**config.mk**
```make
export PLATFORM = sky130hd
export DESIGN_NAME = multi_cycle_mul
export DESIGN_NICKNAME = d
export VERILOG_FILES = /design/src/rtl/multi_cycle_mul_pkg.sv /design/src/rtl/multi_cycle_mul.sv
export SDC_FILE = /design/constraint.sdc
export NUM_CORES = 1
export LEC_CHECK = 0
export BUFFER_PORTS_ARGS = -buffer_cell sky130_fd_sc_hd__clkbuf_2
export CORE_MARGIN = 3
export CORE_UTILIZATION = 62
export CTS_CLUSTER_DIAMETER = 30
export CTS_CLUSTER_SIZE = 16
export DETAILED_ROUTE_END_ITERATION = 12
export GPL_ROUTABILITY_DRIVEN = 1
export GPL_TIMING_DRIVEN = 1
export PLACE_DENSITY = 0.87
export SLEW_MARGIN = 20
export SYNTH_ARGS = -nofsm -noshare
export SYNTH_HDL_FRONTEND = slang
export SYNTH_SLANG_ARGS = --single-unit
```
**constraint.sdc**
```tcl
create_clock -name clk -period 12.03 [get_ports clk]
set_input_delay 0.6015 -clock clk [delete_from_list [all_inputs] [get_ports clk]]
set_output_delay 0.6015 -clock clk [all_outputs]
set_load 0.1 [all_outputs]
```
**src/rtl/multi_cycle_mul_pkg.sv**
```systemverilog
// Shared constants and encodings for the iterative RV64M multiplier.
package multi_cycle_mul_pkg;

  localparam int MUL_XLEN  = 64;
  localparam int MUL_LAT64 = 66;
  localparam int MUL_LAT32 = 34;

  // Full-width product bus handed back to the EXU.
  typedef logic [2*MUL_XLEN-1:0] mul_bus_t;

  // Operand signedness: bit1 = rs1 signed, bit0 = rs2 signed.
  typedef enum logic [1:0] {
    MUL_SIGNED_UU = 2'b00,
    MUL_SIGNED_SU = 2'b10,
    MUL_SIGNED_SS = 2'b11
  } mul_signed_e;

endpackage

```
**src/rtl/multi_cycle_mul.sv**
```systemverilog
// Radix-2 shift-add multiplier for MUL/MULH/MULHSU/MULHU/MULW.
// One 66-bit add/sub per cycle. The product register is {acc[65:0], mplier[64:0]}.
// The final step subtracts, because the top multiplier bit carries negative weight.
module multi_cycle_mul
  import multi_cycle_mul_pkg::*;
#(
  parameter int XLEN      = MUL_XLEN,
  parameter int MUL_LAT64 = multi_cycle_mul_pkg::MUL_LAT64,
  parameter int MUL_LAT32 = multi_cycle_mul_pkg::MUL_LAT32
) (
  input  logic              clk,
  input  logic              rst,
  input  logic              valid,
  input  logic [1:0]        mul_signed,
  input  logic              mul_32,
  input  logic [XLEN-1:0]   rs1_data,
  input  logic [XLEN-1:0]   rs2_data,
  output logic              ready,
  output logic [2*XLEN-1:0] mul_result
);

  localparam int OPW  = XLEN + 1;        // extended operand
  localparam int ACCW = XLEN + 2;        // accumulator / adder width
  localparam int PW   = ACCW + OPW;      // product register
  localparam int HW   = XLEN / 2;
  localparam int CW   = $clog2(MUL_LAT64 + 1);

  logic [CW-1:0]   counter;
  logic [OPW-1:0]  mcand_q;
  logic            m32_q;
  logic [PW-1:0]   prod_q;

  logic [OPW-1:0]  mcand_ext, mplier_ext;
  logic            zero_op, idle, done, last_step, fast;
  logic [ACCW-1:0] acc, addend, sum;
  logic [PW-1:0]   prod_next;

  // Extend both operands to 65 bits; MULW extends from bit 31.
  always_comb begin
    mcand_ext  = '0;
    mplier_ext = '0;
    if (mul_32) begin
      mcand_ext  = {{(OPW-HW){mul_signed[1] & rs1_data[HW-1]}}, rs1_data[HW-1:0]};
      mplier_ext = {{(OPW-HW){mul_signed[0] & rs2_data[HW-1]}}, rs2_data[HW-1:0]};
    end else begin
      mcand_ext  = {mul_signed[1] & rs1_data[XLEN-1], rs1_data};
      mplier_ext = {mul_signed[0] & rs2_data[XLEN-1], rs2_data};
    end
  end

  assign zero_op   = (mcand_ext == '0) || (mplier_ext == '0);
  assign idle      = (counter == '0);
  assign last_step = counter == (m32_q ? CW'(MUL_LAT32 - 1) : CW'(MUL_LAT64 - 1));
  assign done      = counter == (m32_q ? CW'(MUL_LAT32) : CW'(MUL_LAT64));
  assign fast      = valid && idle && zero_op;
  assign ready     = fast || (valid && done);

  // Shared add/sub: add the multiplicand when P[0] is set, subtracting on the last step.
  always_comb begin
    acc    = prod_q[PW-1:OPW];
    addend = '0;
    if (prod_q[0])
      addend = {mcand_q[OPW-1], mcand_q} ^ {ACCW{last_step}};
    sum       = acc + addend + ACCW'(prod_q[0] & last_step);
    prod_next = {sum[ACCW-1], sum, prod_q[OPW-1:1]};
  end

  // Accept, step and done sequencing; everything freezes while valid is low.
  always_ff @(posedge clk) begin
    if (rst) begin
      counter <= '0;
      mcand_q <= '0;
      m32_q   <= 1'b0;
      prod_q  <= '0;
    end else if (valid) begin
      if (idle) begin
        if (!zero_op) begin
          mcand_q <= mcand_ext;
          m32_q   <= mul_32;
          prod_q  <= {{ACCW{1'b0}}, mplier_ext};
          counter <= CW'(1);
        end
      end else if (done) begin
        counter <= '0;
      end else begin
        prod_q  <= prod_next;
        counter <= counter + CW'(1);
      end
    end
  end

  // After only 33 shifts the MULW product sits HW bits higher than the 64-bit case.
  always_comb begin
    mul_result = '0;
    if (!fast) begin
      if (m32_q)
        mul_result = {{XLEN{1'b0}}, {HW{prod_q[XLEN-1]}}, prod_q[XLEN-1:HW]};
      else
        mul_result = prod_q[2*XLEN-1:0];
    end
  end

endmodule

```
==> flow_summary.yaml <==
power:
  powerDensity_nw_per_um2: 145
  combPwrFrac_pct: 16.7
  switching_share_pct: 29.5
  power_frac_clock_pct: 54.4
  switchingPower_w: 0.000760
  vdd_ir_drop_max_mv: 0.117
  pwr-share-seq_pct: 28.9
  power.leakage_nw: 7.70
  p_int_w: 0.00181
critical_path:
  slowest_delay_ns: 0.56
  cp_data_arrival_time_ns: 6.17
  cp-end-kind: "flip-flop"
  rrSetupSlack_ns: 6.28
  required_ns: 12.45
  path_cells: "buf_4 -> or3b_2 -> a21oi_1 -> nand2_8 -> xnor2_1 -> and2_1 -> ha_1 -> a21oi_1 -> o21ai_0 -> a2111oi_0 -> a21oi_1 -> a211oi_2 -> o21ai_2 -> a311oi_2 -> nor3_1 -> a2111o_1"
  cp_common_cell: "a21oi_1"
  crit_slowest_cell: "or3b_2"
  crit_buf_inv: 1
  cp-start-kind: "flip-flop"
  cp_max_fo: 69
  critPathKind: "reg2reg"
  critPathTopFamily: "compound AO/OA/AOI/OAI gates"
finish:
  drive_gt1_share_pct: 17.7
  antenna_cells: 0
  final_cell_count_no_fill: 2500
  multi_input_area_sq_um: 10000
  area_delta_synth_final_pct: 20.2
  fin_nets: 2356
  seq_area_sq_um: 4070
  nFillCells: 1705
sta:
  clock_skew_ns: 0.0129
  fin_setup_tns_ns: 0
  hold_violations: 0
  fin_hold_ws_ns: 0.320
  period_minus_slack_ns: 5.75
  max_clock_freq_mhz: 174
  timing.final.crit_share_pct: 47.8
  slew_headroom_pct: 26.5
  rsz0062_at_grt: "no"
  drv_slew: 0
  tightest_slew_ns: 1.10
  final-setup-viol-count: 0
logic_synthesis:
  yosys-top-cells-count: "nand2_1 (272), dfxtp_1 (203), nor2_1 (200)"
  ys_seq_elements: 203
  synth_edf_count: 0
  ys.warnings.count: 0
  syn-num-nets: 2188
  syn-mean-instance-area_sq_um: 7.45
  ys_async_sr_fraction_pct: 0
  ys.flop_type: "dfxtp_1"
  synth.top_cell.area_share_pct: 27.5
  synth_cell_types: 78
  synth_largest_area_cell: "dfxtp_1"
  post-synth-top-count-cell: "nand2_1"
  seq_area_frac_synth_pct: 27.5
  syn_inst: 1984
  syn-cell-area_sq_um: 14800
  synth_area_leaders: "dfxtp_1 (27%), nand2_1 (6.9%), a21oi_1 (6.6%)"
clocking:
  cts_resized: 0
  post_cts_buffers: 0
  cts_tree: "yes"
  clock_tree.root_cell: "clkbuf_16"
  cts_buffer_depth: 3
  cts_made_buffers: 48
  h-tree-depth: 2
  hold_buffers: 0
  cts.reportedPaths.clkPinSlew_ns: 0.05
  clkSinkCount: 203
  clk_latency_ns: 0.54
detailed_routing:
  drt_pass1_iterations: 6
  num_vias: 15900
  route.detailed.drc: 0
  initialDrtViolationCount: 1513
  wl_um: 48400
  viasPerCell: 6.37
  wl_per_cell_um: 19.3
  ant_nets: 0
floorplanning:
  core_sq_um: 23100
  fp-row-count: 55
  io_pins: 263
  die_x_um: 160
  die_height_um: 160
  start_util_pct: 64.1
  die_area_sq_um: 25700
global_routing:
  grt_max_degree: 101
  grtUsageTotal_pct: 35.9
  antenna_found_initial: 0
  grt_pass1_vias: 15300
  grt_overflow_total: 0
  grt_pass1_wl_um: 77800
placed_design:
  gp_congestion: 0.973
  hpwl_um: 32800
  port-buffer-count: 262
  dp_cells: 2414
hold_path:
  hold_path.class: "in2reg"
job:
  max_cap_viol_count: 0
status:
  status: "finished clean"
## sequential cells by signal (all words and copies together), names as in the netlist
signal and count:
prod_q 130, mcand_q 65, counter 7, m32_q 1
## stage by stage
| stage | cell area [sq um] | setup slack, ns | util (%) | total power, W |
|---|---|---|---|---|
| detailed placement | 16000 | 6.36 | 69.4 | 0.00117 |
| CTS | 17700 | 6.32 | 76.9 | 0.00258 |
| global placement | 16000 | 6.54 | 69.4 | 0.00117 |
| finish | 17800 | 6.28 | 77.1 | 0.00257 |
| global route | 17800 | 5.97 | 77.1 | 0.00265 |
| floorplan | 14800 | 7.65 | - | 0.00107 |
## tightest hold or removal path: cells and delay by family
kind                   cells  cell delay (ns)
buffers and inverters      1             0.09
muxes                      1             0.06
and+or+nand+nor            1             0.07
## kinds of logic after synthesis
kind of cell | count (synthesis) | synth area share (%)
multiplexers | 68 | 4.61
AO/OA/AOI/OAI | 540 | 23.9
XOR/XNOR | 119 | 7.05
AND/OR/NAND/NOR | 802 | 26.0
buffers and inverters | 182 | 4.93
flip-flops | 203 | 27.5
adder cells (fa/ha/maj) | 70 | 6.03
## power groups by stage
stage / Sequential [W] / Combinational (W) / Clock [W]
after CTS: 0.000742 / 0.000425 / 0.00141
after global routing: 0.000746 / 0.000456 / 0.00145
after floorplan: 0.000743 / 0.000331 / 0
after detailed placement: 0.000753 / 0.000421 / 0
after global placement: 0.000752 / 0.000414 / 0
final: 0.000743 / 0.000430 / 0.00140
## metal layers
metal	wire length (um)	up-vias	share of wire (%)	global-route usage [%]
met4	2390	0	4.9	18.2
met2	22900	864	47	59.2
met1	19100	7500	40	45.6
met3	3930	166	8.1	5.36
li1	-	7392	-	-
met5	0	-	0	0
## layout make-up
| class | count | share of cell area, % |
|---|---|---|
| Sequential cell | 203 | 22.9 |
| Tap cell | 313 | 2.20 |
| Multi-Input combinational cell | 1599 | 56.5 |
| Clock inverter | 20 | 2.01 |
| Clock buffer | 65 | 7.80 |
| Inverter | 24 | 0.507 |
| Timing Repair Buffer | 276 | 8.06 |
## worst paths after layout
check | start | end | cells after the start
worst max-delay path | m32_q | prod_q[127] | 16
worst min-delay path | rs1_data[26] | mcand_q[26] | 3
worst max register to register | m32_q | prod_q[127] | 16
worst min register to register | prod_q[111] | prod_q[111] | 2
## placed cells by master, fill, tap and decap left out, drive strengths merged, types with 4 or more instances in the layout
cell type	netlist	routed
clkbuf	128	326
nand2	272	272
dfxtp	203	203
nor2	201	201
a21oi	194	194
and2	134	134
xnor2	92	92
o21ai	91	91
ha	68	68
mux2i	67	67
a311oi	67	67
o211ai	38	38
nand2b	37	37
nor4	36	36
nand4	34	34
nand3	30	30
a21o	29	29
xor2	27	27
inv	24	25
a22oi	23	23
o21bai	21	21
and3	17	17
buf	30	15
nor3	12	12
a31oi	12	12
o21a	10	10
a211oi	10	10
bufinv	0	9
clkinv	0	9
a21boi	7	7
nor2b	7	7
nand3b	6	6
a211o	5	5
a22o	4	4
or2	4	4
or3	4	4
a221oi	4	4
Power figures use the tool's default switching activity.
